==> src/rtl/avg_pkg.sv <==
// Shared constants for the eight-input averaging datapath; the collector and the
// averager both import this so the latency value has a single source.
package avg_pkg;

    localparam int unsigned AVG_NSAMP     = 8;
    localparam int unsigned AVG_LATENCY   = 8;
    localparam int unsigned AVG_DATAWIDTH = 16;

    // Collector state encoding
    localparam logic AVG_FILL = 1'b0;
    localparam logic AVG_HOLD = 1'b1;

endpackage

==> src/rtl/avg_frame_collector.sv <==
// Packs handshaked samples into an eight-slot frame, holds it stable for the
// averager latency, then flags the cycle in which the averager result is valid.
module avg_frame_collector
    import avg_pkg::*;
#(
    parameter int unsigned DATAWIDTH = AVG_DATAWIDTH,
    parameter int unsigned HOLD      = AVG_LATENCY
) (
    input  logic                 Clk,
    input  logic                 Rst,
    input  logic [DATAWIDTH-1:0] in_data,
    input  logic                 in_valid,
    output logic                 in_ready,
    input  logic                 flush,
    output logic [DATAWIDTH-1:0] a,
    output logic [DATAWIDTH-1:0] b,
    output logic [DATAWIDTH-1:0] c,
    output logic [DATAWIDTH-1:0] d,
    output logic [DATAWIDTH-1:0] e,
    output logic [DATAWIDTH-1:0] f,
    output logic [DATAWIDTH-1:0] g,
    output logic [DATAWIDTH-1:0] h,
    output logic [DATAWIDTH-1:0] num,
    output logic                 busy,
    output logic                 avg_valid
);

    localparam int unsigned HCW = (HOLD > 1) ? $clog2(HOLD + 1) : 1;

    logic                 state;
    logic [DATAWIDTH-1:0] slots [AVG_NSAMP];
    logic [2:0]           count;
    logic [HCW-1:0]       hold_cnt;
    logic [3:0]           count_inc;
    logic                 take;

    assign in_ready  = (state == AVG_FILL);
    assign take      = in_valid && in_ready;
    assign count_inc = {1'b0, count} + 4'd1;

    always_ff @(posedge Clk) begin
        if (Rst) begin
            state     <= AVG_FILL;
            count     <= 3'd0;
            hold_cnt  <= '0;
            num       <= DATAWIDTH'(1);
            busy      <= 1'b0;
            avg_valid <= 1'b0;
            for (int i = 0; i < AVG_NSAMP; i++) slots[i] <= '0;
        end else begin
            avg_valid <= 1'b0;
            case (state)
                AVG_FILL: begin
                    if (take) begin
                        slots[count] <= in_data;
                        count        <= count + 3'd1;
                    end
                    // A transfer together with flush stores first, so num counts it
                    if (take && (count == 3'd7 || flush)) begin
                        state    <= AVG_HOLD;
                        busy     <= 1'b1;
                        hold_cnt <= '0;
                        num      <= DATAWIDTH'(count_inc);
                    end else if (flush && count != 3'd0) begin
                        state    <= AVG_HOLD;
                        busy     <= 1'b1;
                        hold_cnt <= '0;
                        num      <= DATAWIDTH'(count);
                    end
                end
                default: begin
                    if (hold_cnt == HCW'(HOLD - 1)) begin
                        state     <= AVG_FILL;
                        busy      <= 1'b0;
                        avg_valid <= 1'b1;
                        count     <= 3'd0;
                        for (int i = 0; i < AVG_NSAMP; i++) slots[i] <= '0;
                    end else begin
                        hold_cnt <= hold_cnt + HCW'(1);
                    end
                end
            endcase
        end
    end

    assign a = slots[0];
    assign b = slots[1];
    assign c = slots[2];
    assign d = slots[3];
    assign e = slots[4];
    assign f = slots[5];
    assign g = slots[6];
    assign h = slots[7];

endmodule

==> config.mk <==
export PLATFORM = sky130hd
export DESIGN_NAME = avg_frame_collector
export DESIGN_NICKNAME = d
export VERILOG_FILES = /design/src/rtl/avg_pkg.sv /design/src/rtl/avg_frame_collector.sv
export SDC_FILE = /design/constraint.sdc
export NUM_CORES = 1
export LEC_CHECK = 0
export BUFFER_PORTS_ARGS = -buffer_cell sky130_fd_sc_hd__buf_2
export CAP_MARGIN = 25
export CORE_ASPECT_RATIO = 0.75
export CORE_MARGIN = 3
export CORE_UTILIZATION = 55
export DETAILED_ROUTE_END_ITERATION = 10
export PLACE_DENSITY = 0.87
export REMOVE_ABC_BUFFERS = 1
export SLEW_MARGIN = 20
export SYNTH_ARGS = -nofsm -noshare
export SYNTH_HDL_FRONTEND = slang
export SYNTH_SLANG_ARGS = --single-unit
==> constraint.sdc <==
create_clock -name Clk -period 3.9 [get_ports Clk]
set_input_delay 0.195 -clock Clk [delete_from_list [all_inputs] [get_ports Clk]]
set_output_delay 0.195 -clock Clk [all_outputs]
set_load 0.005 [all_outputs]
Word level (Yosys, flattened, before mapping)
Memories as Yosys holds them, arrays and structs flattened.
Index checks and enable logic that the tools add are counted.
Cells by class
  $add $sub $neg: 3
  equality and inequality tests: 4
  muxes and demuxes: 38
  bitwise gates (word level): 9
  reductions and logical operators: 13
Operator list (count)
  $mux W16: 11
  $mux W1: 19
  $mux W4: 4
  $reduce_or A16 Y1: 1
  $mux W3: 4
  $or A1 B1 Y1: 8
  $reduce_and A2 Y1: 4
  $reduce_bool A3 Y1: 2
  $add A3 B1 Y4 const B: 1
  $add A4 B1 Y4 const B: 1
  $eq A4 B3 Y1 const B: 1
  $reduce_bool A2 Y1: 2
  $add A3 B1 Y3 const B: 1
  $eq A3 B3 Y1 const B: 1
  $logic_and A1 B1 Y1: 3
  $ne A2 B1 Y1 const B: 1
  $ne A2 B2 Y1 const B: 1
  $logic_or A1 B1 Y1: 1
  $not A1 Y1: 1
Storage, ports and cells
  flip-flop bits (word level): 26
  memory bits (writable): 128
  output and inout port bits: 147
  word-level logic and storage cells: 74
  memories: 1
Memories
  slots: words 8, width 16, read ports 8, clocked after Yosys merged registers in 0, write ports 8, RTL line avg_frame_collector.sv:31  | logic [DATAWIDTH-1:0] slots [AVG_NSAMP];

Logic depth before layout (Yosys ltp)
Gate-level depths: netlist of run 1.
  depth in word-level cells: 8
  gate-level depth with buffers: 7

Least setup slack after synthesis of run 1
OpenSTA, ideal clock, no wires.
  path kind: register to register
  from: register state
  to: memory slots[3][0] (netlist name), enable pin
  library setup time: 0.411 ns
  data arrival time: 2.219 ns
  data required time: 3.489 ns
  path slack: 1.270 ns
  cell stages (with the launch flop): 6
  path buffers: 2
  period minus slack after synthesis: 2.630 ns
  path through: dfxtp_1 -> buf_6 -> nand2b_4 -> or3_1 -> buf_6 -> o21ai_0
RTL lines
  start, declared: RTL line avg_frame_collector.sv:30  | logic state;
  start signal, assigned: RTL line avg_frame_collector.sv:43  | state <= AVG_FILL;
  start signal, assigned: RTL line avg_frame_collector.sv:60  | state <= AVG_HOLD;
  start signal, assigned: RTL line avg_frame_collector.sv:65  | state <= AVG_HOLD;
  end, declared: RTL line avg_frame_collector.sv:31

==> flow_summary.ini, run 1 <==
[outcome]
status = finished clean

[clock_tree]
clock-root-buffer = clkbuf_16
ctsResizeCount = 0
clkSlewWorstSetupHoldPaths_ps = 60
post_cts_buffers = 0
cts_tree = built
cts_num_sinks = 142
htreeDepth = 4
cts_hold_buf = 0
cts_buffer_depth = 2
numCtsBuffers = 17
clkLatencyLatePin_ps = 400

[global_routing]
grt_pass1_wl_mm = 18.9
grt_use_total_pct = 23.1
antenna_found_initial = 1
grt_overflow = 0
grt_max_degree = 21
grt_pass1_vias = 3400

[layout]
area_growth_pct = 25.3
n_antenna_cell = 0
final_nets = 563
utilization_pct = 71.9
post_route_cells_drive_above_1_share_pct = 35.8
final_area_um2 = 7090

[timing]
relSlewSlack_pct = 48.1
timing.setup.tns_ps = 0
max_freq_mhz = 393
setup_slack_ps = 1360
hold_viol_final = 0
setup_viol = 0
fin_crit_sh_pct = 65.2
final_max_slew_viol_count = 0
rsz0062_at_grt = no
tightest_slew_ps = 779
period_needed_ps = 2540
clock_skew_ps = 7.69

[yosys]
yosys_register_bits = 142
synth_top_cell_by_area = edfxtp_1
synth_cell_types = 37
yosys_warnings = 0
synthCells = 376
synth-main-ff-cell = edfxtp_1
yosysTopAreaCellShare_pct = 68.0
synthTopCellsByArea = edfxtp_1 (68%), and2_1 (14%), dfxtp_1 (5.0%)
ys_seq_area_share_pct = 72.9
synthArstFlopShare_pct = 0
synth_area_per_cell_um2 = 15.0
synth_commonest_cells = and2_1 (128), edfxtp_1 (128), dfxtp_1 (14)
synth_edf_count = 128
syn-cell-area_um2 = 5660

[die]
start_util_pct = 57.4
io_pins = 167
placementRows = 31
dieWidth_um = 123
dieHeight_um = 93.8
die_area_um2 = 11500
core_um2 = 9850

[worst_setup_path]
ff2ff_setup_slack_ps = 1360
worst-setup-path-type = flop to flop
crit_required_ps = 3930
critPathLaunch = state
endpoint_kind = flop
r2r_end = slots[2][7]
crit_fanout = 17
arrival_ps = 2580
worstReg2RegStart = state
crit_path_start_kind = flop
rr_worst_depth = 4
endpoint = slots[2][7]

[run]
drv_cap = 0

[drt]
vias = 3548
via_per_inst = 5.19
ant_nets = 0
drt_wl_total_mm = 12.8
drc = 0
routedWlPerCell_um = 18.7
drt_pass1_iterations = 5
drt_iter0_markers = 316

[worst_hold_path]
hp-class = primary input to flop

[place]
post-place-ws_ps = 1370
place_hpwl_mm = 8.71
place_congestion = 0.909
dpl_cell_area_um2 = 6480
io_buffers = 154

[power]
ir_worst_vdd_uv = 312
p_per_area_nw_per_um2 = 508
p_leak_nw = 3.02
==> cell families after synthesis <==
| family | synth area share [%] |
|---|---|
| muxes | 0.354 |
| and+or+nand+nor | 19.5 |
| other | 0.0663 |
| adders and majority gates | 0.885 |
| DFF | 72.9 |
| buffers and inverters | 3.54 |
| AOI/OAI and AO/OA | 2.57 |
| xor gates and xnor gates | 0.155 |
==> per-stage QoR <==
step | hold WS [ps] | power [W] | instances
2_1_floorplan | 264 | 0.00187 | 361
3_3_place_gp | 484 | 0.00199 | 652
3_5_place_dp | 497 | 0.00200 | 652
4_1_cts | 147 | 0.00362 | 683
5_1_grt | 169 | 0.00371 | 683
6_report | 156 | 0.00360 | 683
==> critical path, cell delays in order, from the launching register on <==
cell      delay [ps]
dfxtp_1          380
nand2b_4         190
or3_1            520
nor3_4           460
nand2b_1         620
==> state kept, by name, indices dropped and copies added (netlist names) <==
register	count
slots	128
hold_cnt	4
num	4
count	3
avg_valid	1
busy	1
state	1
==> layer usage <==
metal  share of wire [%]  GRT usage, %
met2                  46          35.3
met1                  41          30.6
met3                  11          7.89
met4                 2.2          9.12
met5                   0             0
==> layout make-up <==
cell class                 instances  area (um2)
clock buffer                      18         429
clock inverter                    13         173
fill                             662        2770
inverter                           3        11.3
multi-input combinational        216        1380
sequential                       142        4120
tap                              132         165
timing repair buffer             159         808
==> worst min path at each step <==
stage                     start          end  slack, ps  cells past startpoint
finish                      Rst  hold_cnt[3]        160                      2
global route                Rst  hold_cnt[3]        170                      2
CTS                         Rst  hold_cnt[3]        150                      2
detailed placement         busy         busy        500                      2
global placement    hold_cnt[1]  hold_cnt[1]        480                      2
floorplan                   Rst     count[0]        260                      1
==> report_power, final <==
| group | total [W] | leakage [nW] | internal (W) | switching, W |
|---|---|---|---|---|
| clock | 0.00163 | 0.284 | 0.00106 | 0.000571 |
| combinational | 0.000210 | 1.30 | 0.0000757 | 0.000134 |
| sequential | 0.00176 | 1.44 | 0.00173 | 0.0000315 |
| total | 0.00360 | 3.02 | 0.00286 | 0.000737 |
==> cell usage in the layout (no fill, tap or decap), types with 2 or more instances in the layout <==
master	synthesis	routed
clkinv_2	0	2
clkinv_1	0	3
buf_4	12	5
nor2_4	6	6
mux2i_1	2	2
clkinvlp_4	0	3
ha_1	4	4
a32oi_1	2	2
a211oi_1	2	2
nor3_4	2	2
o21ai_0	8	2
nor2_1	7	7
clkbuf_16	0	17
bufinv_16	0	4
nand2_1	9	9
nand4b_1	2	2
buf_2	1	154
or3_1	2	2
a21oi_1	5	5
dfxtp_1	14	14
o211ai_1	2	2
edfxtp_1	128	128
inv_1	3	3
nor2b_1	2	2
o21ai_1	0	5
nand3_1	7	7
conb_1	1	12
and2_1	128	128
nand2b_1	4	4
No activity file was read; power rests on OpenSTA's default activity.
==> inputs of run 2 (changes only) <==
--- a/config.mk
+++ b/config.mk
@@ -5,13 +5,14 @@
 export SDC_FILE = /design/constraint.sdc
 export NUM_CORES = 1
 export LEC_CHECK = 0
+export ABC_AREA = 1
 export BUFFER_PORTS_ARGS = -buffer_cell sky130_fd_sc_hd__buf_2
 export CAP_MARGIN = 25
 export CORE_ASPECT_RATIO = 0.75
 export CORE_MARGIN = 3
-export CORE_UTILIZATION = 55
+export CORE_UTILIZATION = 46
 export DETAILED_ROUTE_END_ITERATION = 10
-export PLACE_DENSITY = 0.87
+export PLACE_DENSITY = 0.79
 export REMOVE_ABC_BUFFERS = 1
 export SLEW_MARGIN = 20
 export SYNTH_ARGS = -nofsm -noshare
==> constraint.sdc (replaced) <==
create_clock -name Clk -period 2.18 [get_ports Clk]
set_input_delay 0.109 -clock Clk [delete_from_list [all_inputs] [get_ports Clk]]
set_output_delay 0.109 -clock Clk [all_outputs]
set_load 0.005 [all_outputs]
==> run 2 against run 1 <==
Against the previous run: sequential share of layout area is 1.6 points higher; worst setup slack got worse by 1000 ps; clock skew shrank 0.70 ps; synthesized cell count up 11%; register-to-register slack worse by 1000 ps; first-iteration DRC count up 13%; clock power is 82% higher; cell count grew 9.1%; synthesized area decreased by 5.6%; via count increased by 8.1%; worst hold slack worse by 46 ps; final area down 2.7%; critical path type unchanged; largest power group unchanged; highest routed layer unchanged.
==> flow_summary.ini, run 2 <==
[clock_tree]
clkSlewWorstSetupHoldPaths_ps = 60
cts_buffer_depth = 2
numCtsBuffers = 17
clock-root-buffer = clkbuf_16
cts_num_sinks = 142
ctsResizeCount = 0
cts_tree = built
htreeDepth = 4
clkLatencyLatePin_ps = 410

[worst_setup_path]
arrival_ps = 1930
crit_required_ps = 2280
worst-setup-path-type = flop to flop
endpoint_kind = flop
crit_fanout = 16
crit_path_start_kind = flop

[yosys]
ys_seq_area_share_pct = 77.2
synth.area.mux_share_pct = 0
synthAdderAreaFrac_pct = 0.937
synth_top_cell_by_area = edfxtp_1
synth_cell_types = 20
synth_edf_count = 128
synth-xor-area-share_pct = 0
synth-main-ff-cell = edfxtp_1
synthSimpleGateAreaFrac_pct = 15.6
synth_area_per_cell_um2 = 12.8
synth.most_common_cell = nor2_1
synth_commonest_cells = nor2_1 (140), edfxtp_1 (128), nand2_1 (36)
synthCells = 416
yosys_warnings = 0
yosys_register_bits = 142
synthArstFlopShare_pct = 0
yosysTopAreaCellShare_pct = 72.0
synth_compound_gate_area_share_pct = 1.31
syn-cell-area_um2 = 5340
synth_top_family_by_area = simple AND/OR/NAND/NOR gates
synthTopCellsByArea = edfxtp_1 (72%), nor2_1 (9.8%), dfxtp_1 (5.2%)

[timing]
clock_skew_ps = 6.99
tightest_slew_ps = 571
setup_viol = 0
final_max_slew_viol_count = 0
fin_crit_sh_pct = 84.0
rsz0062_at_grt = no
timing.setup.tns_ps = 0
hold_viol_final = 0
max_freq_mhz = 546
period_needed_ps = 1830
relSlewSlack_pct = 61.9
setup_slack_ps = 348

[drt]
drt_wl_total_mm = 14.1
ant_nets = 0
vias = 3837
via_per_inst = 5.15
drt_pass1_iterations = 5
drc = 0
routedWlPerCell_um = 18.9
drt_iter0_markers = 357

[layout]
top_register = slots
nFillCells = 870
largest_reg_flops = 128
final_common_cell = buf_2
post_route_cells_drive_above_1_share_pct = 34.5
final_nets = 616
fin_cells = 745
n_antenna_cell = 0
area_growth_pct = 29.2
largest_registers = slots: 128 flops, hold_cnt: 4 flops, num: 4 flops
final_area_um2 = 6900
layout_common_cells = buf_2 (154), nor2_1 (140), edfxtp_1 (128), nand2_1 (36), inv_1 (29)

[place]
dpl_cell_area_um2 = 6280
io_buffers = 154
place_hpwl_mm = 9.52
placed_cells = 712
post-place-ws_ps = 366
place_congestion = 0.887

[outcome]
status = finished clean

[die]
dieWidth_um = 130
core_um2 = 11100
die_area_um2 = 13000
placementRows = 33
dieHeight_um = 99.3
io_pins = 167
start_util_pct = 48.1

[global_routing]
grt_use_total_pct = 21.9
antenna_found_initial = 0
grt_overflow = 0
grt_pass1_vias = 3619
grt_max_degree = 18
grt_pass1_wl_mm = 20.4

[power]
ir_worst_vdd_uv = 516
power_w = 0.00656
p_per_area_nw_per_um2 = 951
p_leak_nw = 3.17

[worst_hold_path]
hp-class = primary input to flop

[run]
drv_cap = 0
run 2: cell types whose count changed in the layout (fill, tap and decap cells not counted), moves of 4 or more:
cell and change:
nor2_1 +133, and2_1 -128, nand2_1 +27, inv_1 +26, buf_4 +7, nand2_2 +6
o21ai_0 +5, nand2b_1 -4, nand3_2 +4, nand4_1 +4, nor2_4 -4, o21ai_1 -4
run 2: critical path: stages (launching register included):
cell	delay, ps
dfxtp_1	390
ha_1	210
nand4_1	150
nand2_1	100
clkinv_1	260
nand2_1	170
buf_4	240
run 2: routing by layer:
metal,vias up,global-route usage (%),wire length [um]
li1,1721,-,-
met1,1838,29.8,5750
met2,265,34.2,6520
met3,13,7.14,1640
met4,0,6.01,150
met5,-,0,0
run 2: final cells by class:
cell class | instances | area (um2) | share of cell area, %
clock buffers | 20 | 437 | 6.33
clock inverters | 12 | 169 | 2.45
inverters | 33 | 124 | 1.80
multi-input cells | 231 | 998 | 14.5
flip-flops and latches | 142 | 4120 | 59.8
well taps | 140 | 175 | 2.54
repair buffers | 167 | 871 | 12.6
run 2: kinds of logic after synthesis:
group,after synthesis
AO/OA/AOI/OAI,14
adder cells (fa/ha/maj),4
buffers and inverters,54
flip-flops,142
other,1
AND/OR/NAND/NOR,201
run 2: final timing paths:
kind	start	end	slack [ps]	cells after the start
hold reg to reg	busy	busy	460	2
hold / removal	in_valid	count[1]	110	5
setup / recovery	hold_cnt[0]	slots[1][8]	350	6
setup reg to reg	hold_cnt[0]	slots[1][8]	350	6
run 2: metrics by stage:
step	hold WS [ps]	utilization, %
3_5_place_dp	404	56.6
5_1_grt	136	62.1
3_3_place_gp	395	56.6
2_1_floorplan	178	-
4_1_cts	93.3	62.1
6_report	111	62.1
run 2: repair_timing:
item / in CTS / in global routing
setup buffers: 0 / 0
hold buffers: 1 / 0
hold endpoints to repair: 6 / 0
run 2: where the power goes:
part	switching, W	leakage (nW)	internal (W)
Combinational	0.000286	1.44	0.000143
Clock	0.00107	0.285	0.00190
Sequential	0.0000605	1.44	0.00310
Total	0.00142	3.17	0.00514
==> inputs of run 3 (changes only) <==
--- a/config.mk
+++ b/config.mk
@@ -5,14 +5,14 @@
 export SDC_FILE = /design/constraint.sdc
 export NUM_CORES = 1
 export LEC_CHECK = 0
-export ABC_AREA = 1
+export ABC_AREA = 0
 export BUFFER_PORTS_ARGS = -buffer_cell sky130_fd_sc_hd__buf_2
 export CAP_MARGIN = 25
 export CORE_ASPECT_RATIO = 0.75
 export CORE_MARGIN = 3
 export CORE_UTILIZATION = 46
 export DETAILED_ROUTE_END_ITERATION = 10
-export PLACE_DENSITY = 0.79
+export PLACE_DENSITY = 0.78
 export REMOVE_ABC_BUFFERS = 1
 export SLEW_MARGIN = 20
 export SYNTH_ARGS = -nofsm -noshare
==> constraint.sdc (replaced) <==
create_clock -name Clk -period 1.6 [get_ports Clk]
set_input_delay 0.08 -clock Clk [delete_from_list [all_inputs] [get_ports Clk]]
set_output_delay 0.08 -clock Clk [all_outputs]
set_load 0.005 [all_outputs]
==> run 3 against run 2 <==
Against the previous run: the flow now finishes with violations (setup timing); combinational power rose by 78%; critical path depth fell by 1; sequential share of layout area fell by 6.8 points; sequential power rose by 35%; clock power rose by 33%; count of clock-buffer cells in the layout rose by 2; highest routed layer unchanged.
==> flow_summary.ini, run 3 (synthesis gave the netlist of run 1 again) <==
[clock_tree]
htreeDepth = 4
numCtsBuffers = 17
clkSlewWorstSetupHoldPaths_ps = 60
cts_buffer_depth = 2
clkLatencyLatePin_ps = 410
cts_num_sinks = 142
cts_tree = built
clock-root-buffer = clkbuf_16

[die]
dieHeight_um = 102
placementRows = 34
core_um2 = 11800
start_util_pct = 48.0
dieWidth_um = 134
io_pins = 167
die_area_um2 = 13700

[layout]
largest_reg_flops = 128
top_register = slots
nFillCells = 857
layout_common_cells = buf_2 (154), edfxtp_1 (128), and2_1 (127), buf_4 (26), clkbuf_16 (18)
area_growth_pct = 37.8
largest_registers = slots: 128 flops, hold_cnt: 4 flops, num: 4 flops
final_common_cell = buf_2
final_nets = 610
utilization_pct = 66.1
post_route_cells_drive_above_1_share_pct = 46.2

[drt]
via_per_inst = 5.18
vias = 3947
ant_nets = 0
drt_iter0_markers = 330
drc = 0
routedWlPerCell_um = 20.6
drt_wl_total_mm = 15.7
drt_pass1_iterations = 5

[outcome]
status = complete, but fails checks
violations = setup timing

[power]
ir_worst_vdd_uv = 836
p_per_area_nw_per_um2 = 1150
p_leak_nw = 3.32

[timing]
fin_hold_ws_ps = 121
setup_slack_ps = -40.5
final_max_slew_viol_count = 0
hold_viol_final = 0
relSlewSlack_pct = 65.3
tightest_slew_ps = 515
period_needed_ps = 1640
setup_viol = 83
clock_skew_ps = 7.60
rsz0062_at_grt = yes
max_freq_mhz = 610
fin_crit_sh_pct = 103

[worst_setup_path]
crit_slowest_cell = or3_4
arrival_ps = 1760
crit_fanout = 8
ff2ff_setup_slack_ps = -40
crit_required_ps = 1710
crit_chain = nand2b_4, or3_4, buf_8, o21ai_4, buf_6
worst-setup-path-type = flop to flop
crit_path_start_kind = flop
endpoint_kind = flop
cpPeakStageDelay_ps = 370

[global_routing]
grt_pass1_wl_mm = 21.9
grt_pass1_vias = 3770
grt_use_total_pct = 22.2
grt_max_degree = 18
grt_overflow = 0
antenna_found_initial = 2

[place]
place_congestion = 0.815
place_hpwl_mm = 9.74
io_buffers = 154

[worst_hold_path]
hp-class = primary input to flop

[run]
drv_cap = 0
## run 3: cell count changes in the layout (fill, tap and decap cells not counted), moves of 5 or more
cell     previous run  this run
o21ai_4             0         6
buf_6               0        17
nand2_1            36         6
nor2_1            140         7
nor2_4              2         7
o21ai_0             7         2
inv_1              29         3
buf_4              12        26
and2_1              0       127
## run 3: critical path: cells and delay by family, from the launching register on
family	cells	cell delay (ps)
compound gates	1	180
buf+inv	2	340
flops	1	320
simple gates	2	510
## run 3: where the power goes
group / leakage [nW] / switching [W] / internal, W
Clock: 0.290 / 0.00150 / 0.00246
Combinational: 1.59 / 0.000442 / 0.000321
Sequential: 1.44 / 0.0000642 / 0.00421
## run 3: final cells by class
class                      count  area (um2)  area share, %
tap                          162         203           2.60
multi-input combinational    220        1590           20.4
inverter                       3        11.3          0.145
antenna                        1        2.50         0.0321
sequential                   142        4130           53.0
timing repair buffer         202        1260           16.1
clock buffer                  22         484           6.21
clock inverter                10         111           1.43
## run 3: metrics by stage
step	setup TNS (ps)	instance area [um2]	setup WS (ps)	instances	power (W)
final	-1580	7790	-40.5	762	0.00899
after global routing	-7530	7790	-94.5	761	0.00923
after detailed placement	-35310	6780	-270	714	0.00497
after floorplan	-123300	5510	-1070	361	0.00455
after global placement	-31500	6780	-257	714	0.00495
after CTS	-414	7680	-25.8	756	0.00897
## run 3: routing by layer
metal  track usage, %  up-vias  routed length (um)
li1                 -     1729                   -
met1             30.3     1924                6460
met2             34.8      262                7050
met3             6.94       32                1930
met4             6.73        0                 269
met5                0        -                   0
## run 3: worst paths after layout
check / startpoint / depth (start not counted) / end
worst min register to register: busy / 2 / busy
worst max register to register: state / 5 / slots[4][2]
worst min-delay path: in_valid / 3 / num[0]
worst max-delay path: state / 5 / slots[4][2]
## run 3: repair_timing
action,4_1_cts,5_1_grt
pin swaps,12,19
setup buffers,3,1
hold buffers,0,0
setup endpoints to repair,199,205
gates cloned,7,4
resized for setup,55,15
